===== config.mk =====
export PLATFORM = sky130hd
export DESIGN_NAME = mem_stage
export DESIGN_NICKNAME = d
export VERILOG_FILES = /design/src/rtl/mem_stage.sv
export SDC_FILE = /design/constraint.sdc
export NUM_CORES = 1
export LEC_CHECK = 0
export CELL_PAD_IN_SITES_DETAIL_PLACEMENT = 0
export CELL_PAD_IN_SITES_GLOBAL_PLACEMENT = 1
export CORE_ASPECT_RATIO = 0.75
export CORE_UTILIZATION = 24
export DETAILED_ROUTE_END_ITERATION = 10
export HOLD_SLACK_MARGIN = 0.1
export PLACE_DENSITY_LB_ADDON = 0.3
export SETUP_SLACK_MARGIN = 0.5
export SKIP_CTS_REPAIR_TIMING = 1
export SYNTH_ARGS = -nofsm -noshare
export SYNTH_HDL_FRONTEND = slang
export SYNTH_SLANG_ARGS = --single-unit

===== constraint.sdc =====
create_clock -name clk -period 2.6 [get_ports clk]
set_clock_uncertainty 0.2 [all_clocks]
set_input_delay 0.52 -clock clk [delete_from_list [all_inputs] [get_ports clk]]
set_output_delay 0.52 -clock clk [all_outputs]
set_load 0.05 [all_outputs]

===== src/rtl/mem_stage.sv =====
// mem_stage: rv32i memory-access stage. Drives data-cache requests, builds
// store byte enables and replicated store data, and aligns/extends the load
// word into mem_rdata. Stalls the pipeline until the cache answers, then
// parks in DONE holding the result until the pipeline advances.
module mem_stage (
  input  logic        clk,
  input  logic        rst,
  input  logic        exmem_valid,
  input  logic        exmem_mem_read,
  input  logic        exmem_mem_write,
  input  logic [2:0]  exmem_funct3,
  input  logic [31:0] exmem_alu_out,
  input  logic [31:0] exmem_rs2_out,
  input  logic        pipeline_load,
  output logic        data_read,
  output logic        data_write,
  output logic [3:0]  data_mbe,
  output logic [31:0] data_addr,
  output logic [31:0] data_wdata,
  input  logic        data_resp,
  input  logic [31:0] data_rdata,
  output logic [31:0] mem_rdata,
  output logic        mem_stall,
  output logic        mem_misaligned
);

  typedef enum logic [1:0] {IDLE, BUSY, DONE} state_t;

  state_t      r_state;
  state_t      w_nextState;
  logic [31:0] r_rdataQ;

  logic [1:0]  w_off;
  logic        w_isByte;
  logic        w_isHalf;
  logic        w_isWord;
  logic        w_unsigned;
  logic        w_access;
  logic        w_isLoad;
  logic        w_isStore;
  logic        w_op;
  logic        w_active;
  logic [7:0]  w_byte;
  logic [15:0] w_half;
  logic [31:0] w_extracted;

  // funct3[1:0] gives the size (00 byte, 01 half, 1x word); funct3[2] marks unsigned loads
  assign w_off      = exmem_alu_out[1:0];
  assign w_isByte   = (exmem_funct3[1:0] == 2'b00);
  assign w_isHalf   = (exmem_funct3[1:0] == 2'b01);
  assign w_isWord   = exmem_funct3[1];
  assign w_unsigned = exmem_funct3[2];

  // A read+write combination is treated as a load, so the store is dropped
  assign w_isLoad  = exmem_mem_read;
  assign w_isStore = exmem_mem_write & ~exmem_mem_read;
  assign w_access  = exmem_valid & (exmem_mem_read | exmem_mem_write);

  assign mem_misaligned = w_access &
                          ((w_isHalf & w_off[0]) | (w_isWord & (w_off != 2'b00)));
  assign w_op     = w_access & ~mem_misaligned;
  assign w_active = w_op & (r_state != DONE);

  assign data_read  = w_active & w_isLoad;
  assign data_write = w_active & w_isStore;
  assign mem_stall  = w_active;
  assign data_addr  = {exmem_alu_out[31:2], 2'b00};

  // Byte enables and lane-replicated store data; loads always fetch the whole word
  always_comb begin
    data_mbe   = 4'b1111;
    data_wdata = exmem_rs2_out;
    if (w_isStore) begin
      if (w_isByte) begin
        data_mbe   = 4'b0001 << w_off;
        data_wdata = {4{exmem_rs2_out[7:0]}};
      end else if (w_isHalf) begin
        data_mbe   = 4'b0011 << w_off;
        data_wdata = {2{exmem_rs2_out[15:0]}};
      end
    end
  end

  // State register; reset abandons any outstanding cache transaction
  always_ff @(posedge clk) begin
    if (rst) begin
      r_state <= IDLE;
    end else begin
      r_state <= w_nextState;
    end
  end

  // Next-state: wait for the cache response, then hold DONE until the pipeline advances
  always_comb begin
    w_nextState = r_state;
    case (r_state)
      IDLE: begin
        if (w_op) begin
          w_nextState = data_resp ? DONE : BUSY;
        end
      end
      BUSY: begin
        if (data_resp) begin
          w_nextState = DONE;
        end
      end
      DONE: begin
        if (pipeline_load) begin
          w_nextState = IDLE;
        end
      end
      default: w_nextState = IDLE;
    endcase
  end

  // Capture the load word on the response; responses seen in DONE are ignored
  always_ff @(posedge clk) begin
    if (rst) begin
      r_rdataQ <= 32'h0;
    end else if (data_resp & w_active & w_isLoad) begin
      r_rdataQ <= data_rdata;
    end
  end

  // Pick the addressed byte/halfword from the captured word and extend it
  always_comb begin
    w_extracted = r_rdataQ;
    case (w_off)
      2'd0:    w_byte = r_rdataQ[7:0];
      2'd1:    w_byte = r_rdataQ[15:8];
      2'd2:    w_byte = r_rdataQ[23:16];
      default: w_byte = r_rdataQ[31:24];
    endcase
    w_half = w_off[1] ? r_rdataQ[31:16] : r_rdataQ[15:0];
    if (w_isByte) begin
      w_extracted = {{24{~w_unsigned & w_byte[7]}}, w_byte};
    end else if (w_isHalf) begin
      w_extracted = {{16{~w_unsigned & w_half[15]}}, w_half};
    end
  end

  assign mem_rdata = ((r_state == DONE) & w_op & w_isLoad) ? w_extracted : 32'h0;

endmodule

==> results_dict.tcl, run 1 <==
set metrics [dict create \
    synth_top_area_share_pct 22.1 \
    dp.cells 677 \
    globalplace.congestion 0.848 \
    synth_mux_area_share_pct 21.8 \
    floorplan.die_area_sq_um 13300 \
    worst-path-max-fanout 6 \
    drive_gt1_share_pct 45.8 \
    drt-total-wl_um 11500 \
    synth_fa_ha_area_share_pct 2.03 \
    yosysWarningCount 0 \
    synth_sequential_area_ratio_pct 22.1 \
    rsz0062_at_grt "yes" \
    io_pins 210 \
    critical_path.n_buffers_inverters 4 \
    globalRouteTotalUtil_pct 16.2 \
    failed_checks "negative setup slack" \
    critical_path_depth 8 \
    timing.rr.end "r_rdataQ[8]" \
    final_cell_area_sq_um 6480 \
    h_tree_depth_reported_by_cts 2 \
    tns_ps -4730 \
    pin_count_of_the_biggest_net_entering_global_routing 67 \
    clock_tree_from_tritoncts "yes" \
    clock_latency_of_the_later_clocked_register_in_the_worst_skew_pair_ps 270 \
    timing.hold.worst.class "reg2reg" \
    period_needed_ps 2850 \
    synth_area_leader_cell "dfxtp_1" \
    critPathRequiredTime_ps 1880 \
    placementRows 35 \
    synth_top_family_by_area "simple AND/OR/NAND/NOR gates" \
    cts_inserted_buffers 5 \
    category_of_the_most_critical_setup_path "in2out" \
    startpoint_type "input port" \
    clk_transition_reported_paths_ps 50 \
    synth_compound_gate_area_share_pct 12.7 \
    hpwlAfterDp_um 9120 \
    unique_cell_type_count_in_the_yosys_netlist 36 \
    post_synth_inst_count 387 \
    most-common-layout-cells "68 x clkdlybuf4s50_1, 68 x buf_12, 66 x nand2b_1, 48 x mux2i_1, 37 x buf_4" \
    core_sq_um 12400 \
    setup_viol 40 \
    power.static_leakage_nw 2.34 \
    path_delay_family "buffers and inverters" \
    cell_pwr_density_nw_per_um2 305 \
    post_dp_cell_area_sq_um 5920 \
    vdd_drop_max_uv 234 \
    syn-cell-area_sq_um 3090 \
    port_buffers 147 \
    crit_path_cell_trace "buf_8 -> inv_8 -> ha_4 -> nor2b_4 -> or4_4 -> buf_12 -> a2111oi_4 -> clkbuf_16" \
    insertedDiodeCount 0 \
    grt_pass1_wl_um 16900 \
    critical_path.slowest_cell "or4_4" \
    worstRegToRegCells 5 \
    ys_ff_latch 34 \
    clockRootBuffer "clkbuf_16" \
    crit_path_start "exmem_alu_out[1]" \
    outcome "finished, violations left" \
    avgViaCountPerCell 4.58 \
    setup.worst_path.end "mem_rdata[1]" \
    synth_simple_gate_area_share_pct 25.7 \
    synth_xor_area_share_pct 0 \
    total_global_routing_overflow 0 \
    layout.cells.non_filler 701 \
    timing_max_transition_violations_final 0 \
    dr.pass1.iters 7 \
    num_vias 3214 \
    flow.area_growth_from_synthesis_pct 110 \
    tritoncts_num_sinks 34 \
    timing.final.crit_share_pct 110 \
    drt.antenna.violating_nets 0 \
    floorplan.initialDensity_pct 24.9 \
    placement.setup.worst_slack_ps -651 \
    final_count_of_hold_timing_violations 0 \
    post_drt_wl_per_cell_um 16.3 \
    average_size_of_a_mapped_cell_sq_um 7.98 \
    number_of_antenna_violations_at_the_first_check_in_global_routing 0 \
    final.hold.worst_slack_ps 292 \
    maxCapViolations 0 \
    synth.area.top_cells "dfxtp_1 22%, mux2i_1 16%, nand2b_1 14%" \
    die_boundary_width_um 133 \
    vias_in_the_first_global_route 3135 \
    detailedRoute.firstIterationViolations 178 \
    drc 0 \
    layout_setup_ws_ps -251 \
    fmaxAchievable_mhz 351 \
    crit_path_end_kind "primary output" \
    worst_r2r_startpoint "r_state[0]" \
    arrival_time_of_the_worst_setup_path_ps 2130 \
    cpPeakStageDelay_ps 490 \
    fp.dieH_um 100 \
    max-clock-path-buffers 2 \
    reg2reg_setup_slack_ps 990 \
    nets 645 \
]
==> cell usage after synthesis <==
master and count:
conb_1 1, ha_1 5, buf_1 2, nand2b_1 68
nand3b_1 1, nor4_2 2, nor4_1 1, a21oi_1 20
nand2_1 23, mux2_2 17, a22oi_1 1, inv_1 18
clkbuf_1 21, a2111oi_2 6, o211ai_1 2, buf_4 40
nand3_1 1, mux2i_1 48, nor3_1 10, o22ai_1 1
dfxtp_1 34, nor3b_1 1, nor4b_1 1, nor2b_1 4
a211oi_1 4, o21ai_0 2, buf_2 6, and3b_1 2
nor2_1 21, or2_2 3, and3_1 1, and2_1 1
a222oi_1 7, or4_1 1, and4b_1 1, a31oi_1 10
==> worst register-to-register path, delay by kind of cell, from the launching register on <==
family / cells / cell delay (ps)
simple gates: 2 / 450
flops: 1 / 350
buf+inv: 2 / 330
mux: 1 / 210
==> flip-flops by register name, summed over array words and instances, names as in the netlist <==
register	flops
r_state	2
r_rdataQ	32
==> cell families (layout without fill, tap and decap cells) <==
kind of cell | count (synthesis) | count (layout)
AOI/OAI and AO/OA | 53 | 53
adders and majority gates | 5 | 5
buffers and inverters | 87 | 234
DFF | 34 | 34
muxes | 65 | 65
other | 1 | 2
and+or+nand+nor | 142 | 142
==> routing by layer <==
metal | up-vias | share of wire [%] | global-route usage (%)
met2 | 103 | 46 | 24.2
met3 | 14 | 7.1 | 3.94
met5 | - | 0 | 0
li1 | 1584 | - | -
met1 | 1513 | 46 | 23.7
met4 | 0 | 0.88 | 2.56
==> area by class of cell <==
type                       count  area (sq um)
inverter                      18          77.6
tap                          166           208
fill                        1029          5910
multi-input combinational    267          2580
clock buffer                   6           139
clock inverter                 2          12.5
sequential                    34           681
timing repair buffer         208          2780
==> worst min-delay path by stage <==
stage,to,cells past startpoint,from,slack [ps]
global placement,r_state[0],1,r_state[1],230
floorplan,r_state[0],1,r_state[1],220
CTS,r_state[0],1,r_state[1],250
detailed placement,r_state[0],1,r_state[1],240
global route,r_rdataQ[25],2,r_rdataQ[25],320
finish,r_rdataQ[24],2,r_rdataQ[24],290
==> report_power, final <==
group | internal (W) | switching, W | total [W]
sequential | 0.000535 | 0.0000173 | 0.000553
combinational | 0.000419 | 0.000406 | 0.000824
clock | 0.000379 | 0.000221 | 0.000600
==> metrics by stage <==
stage	utilization (%)	total power, W
6_report	52.3	0.00198
5_1_grt	52.3	0.00206
4_1_cts	49.0	0.00193
3_5_place_dp	47.7	0.00133
3_3_place_gp	47.7	0.00132
2_1_floorplan	-	0.00110
(Power assumes the default switching activity.)
==> run 2, diff against run 1 <==
- CTS_CLUSTER_SIZE: default -> 40
==> results of run 2 <==
No change in the layout: final DEF, timing and power equal those of run 1.
==> run 3, diff against run 2 <==
- ABC_CLOCK_PERIOD_IN_PS: default -> 2600
- TNS_END_PERCENT: default -> 1
==> run 3 against run 2 <==
Effect of this change: the flow still finishes with violations (negative setup slack); final cell count fell by 0.71%; flip-flop and latch count did not move; setup slack got worse by 140 ps; combinational power fell by 13%; first-iteration DRC count rose by 3.4%; register-to-register slack barely moved; via count fell by 1.3%; global-route usage rose by 0.94 points; core utilization fell by 3.7 points; non-clock buffer count fell by 5; maximum frequency fell by 4.6%; critical path type unchanged; highest routed layer unchanged.
==> results_dict.tcl, run 3 (synthesis results as in run 1) <==
set metrics [dict create \
    crit_path_end_kind "primary output" \
    most-common-layout-cells "68 x clkdlybuf4s50_1, 67 x nand2b_1, 60 x buf_4, 54 x buf_12, 48 x mux2i_1" \
    die_boundary_width_um 133 \
    io_pins 210 \
    vias_in_the_first_global_route 3152 \
    drc 0 \
    period_needed_ps 2990 \
    outcome "finished, violations left" \
    clock_latency_of_the_later_clocked_register_in_the_worst_skew_pair_ps 280 \
    power.share.combinational_pct 34.9 \
    category_of_the_most_critical_setup_path "in2out" \
    maxCapViolations 0 \
    failed_checks "negative setup slack" \
    flow.area_growth_from_synthesis_pct 95.1 \
    cpPeakStageDelay_ps 480 \
    grt_pass1_wl_um 17600 \
    nFillCells 1150 \
    floorplan.initialDensity_pct 24.9 \
    insertedDiodeCount 0 \
    startpoint_type "input port" \
    drt.antenna.violating_nets 0 \
    worst-path-max-fanout 4 \
    switching_share_pct 30.5 \
    arrival_time_of_the_worst_setup_path_ps 2270 \
    total_global_routing_overflow 0 \
    critical_path.slowest_cell "or4_4" \
    globalplace.congestion 0.822 \
    pwr-share-seq_pct 26.7 \
    tns_ps -7010 \
    largest_register "r_rdataQ" \
    power.static_leakage_nw 2.17 \
    critPathRequiredTime_ps 1880 \
    rsz0062_at_grt "yes" \
    final.hold.worst_slack_ps 276 \
    largest_register_ffs 32 \
    final_count_of_hold_timing_violations 0 \
    globalRouteTotalUtil_pct 17.2 \
    core_sq_um 12400 \
    timing_max_transition_violations_final 0 \
    max-clock-path-buffers 2 \
    pin_count_of_the_biggest_net_entering_global_routing 67 \
    placementRows 35 \
    path_common_cell "buf_6" \
    hpwlAfterDp_um 9270 \
    cts_inserted_buffers 5 \
    setup_viol 38 \
    timing.final.crit_share_pct 115 \
    cell_pwr_density_nw_per_um2 342 \
    tritoncts_num_sinks 34 \
    clockRootBuffer "clkbuf_16" \
    drt-total-wl_um 11800 \
    layout_setup_ws_ps -389 \
    detailedRoute.firstIterationViolations 184 \
    drive_gt1_share_pct 40.6 \
    layout_top_registers "r_rdataQ x32, r_state x2" \
    floorplan.die_area_sq_um 13300 \
    dr.pass1.iters 7 \
    layout_commonest_cell "clkdlybuf4s50_1" \
    switchingPower_w 0.000628 \
    number_of_antenna_violations_at_the_first_check_in_global_routing 0 \
    port_buffers 147 \
    finalCoreUtilization_pct 48.6 \
    power.internal_w 0.00143 \
    final_total_pwr_w 0.00206 \
    clock_tree_from_tritoncts "yes" \
    crit_path_cell_trace "buf_6 -> inv_4 -> ha_4 -> nor2b_4 -> or4_4 -> buf_8 -> buf_6 -> a2111oi_4 -> clkbuf_16" \
    fmaxAchievable_mhz 335 \
    vdd_drop_max_uv 355 \
    h_tree_depth_reported_by_cts 2 \
    placement.setup.worst_slack_ps -720 \
    avgViaCountPerCell 4.56 \
    num_vias 3173 \
    timing.hold.worst.class "reg2reg" \
    fp.dieH_um 100 \
    clk_transition_reported_paths_ps 60 \
    nets 640 \
    post_drt_wl_per_cell_um 17.0 \
    clkPwrFrac_pct 38.4 \
]
## run 3: cell count changes in the layout (fill, tap and decap cells not counted), moves of 3 or more
cell	previous run	this run
mux2_2	8	15
buf_8	11	2
buf_4	37	60
nor2_1	9	17
nand2_4	3	0
buf_12	68	54
a31oi_2	8	1
mux2_4	9	2
a21oi_1	2	8
a31oi_4	2	9
nor2_4	10	0
buf_6	18	13
a21oi_4	9	5
## run 3: cell type report
class                   count  area, sq um  area share (%)
clock buffers               5          125            2.08
repair buffers            203         2480            41.2
flip-flops and latches     34          681            11.3
well taps                 166          208            3.45
inverters                  18         70.1            1.16
clock inverters             3         68.8            1.14
multi-input cells         267         2390            39.7
## run 3: per-stage QoR
| step | cells | instance area [sq um] |
|---|---|---|
| final | 696 | 6020 |
| after global routing | 696 | 6020 |
| after CTS | 687 | 5640 |
| after detailed placement | 679 | 5440 |
| after global placement | 679 | 5440 |
| after floorplan | 388 | 3300 |
## run 3: routing by layer
layer	up-vias	track usage (%)	part of all wire [%]
li1	1574	-	-
met3	10	3.23	5.0
met1	1491	23.7	47
met5	-	0	0
met4	0	2.92	0.86
met2	98	28.0	47
## run 3: worst max-delay path: cells and delay by family
| kind | cells | cell delay (ps) |
|---|---|---|
| AND/OR/NAND/NOR | 2 | 530 |
| buffers and inverters | 5 | 680 |
| adder cells (fa/ha/maj) | 1 | 140 |
| AO/OA/AOI/OAI | 1 | 390 |
## run 3: final timing paths
path | slack, ps | start | endpoint | depth (start not counted)
max | -390 | exmem_alu_out[1] | mem_rdata[5] | 9
min | 280 | r_state[1] | r_state[0] | 1
max reg2reg | 990 | r_state[0] | r_rdataQ[2] | 4
min reg2reg | 280 | r_state[1] | r_state[0] | 1
## run 3: power by group through the flow
stage | clock (W) | sequential [W] | combinational, W
after detailed placement | 0 | 0.000561 | 0.000681
after floorplan | 0 | 0.000554 | 0.000479
after global placement | 0 | 0.000560 | 0.000676
after CTS | 0.000800 | 0.000549 | 0.000684
after global routing | 0.000815 | 0.000552 | 0.000756
final | 0.000790 | 0.000550 | 0.000718
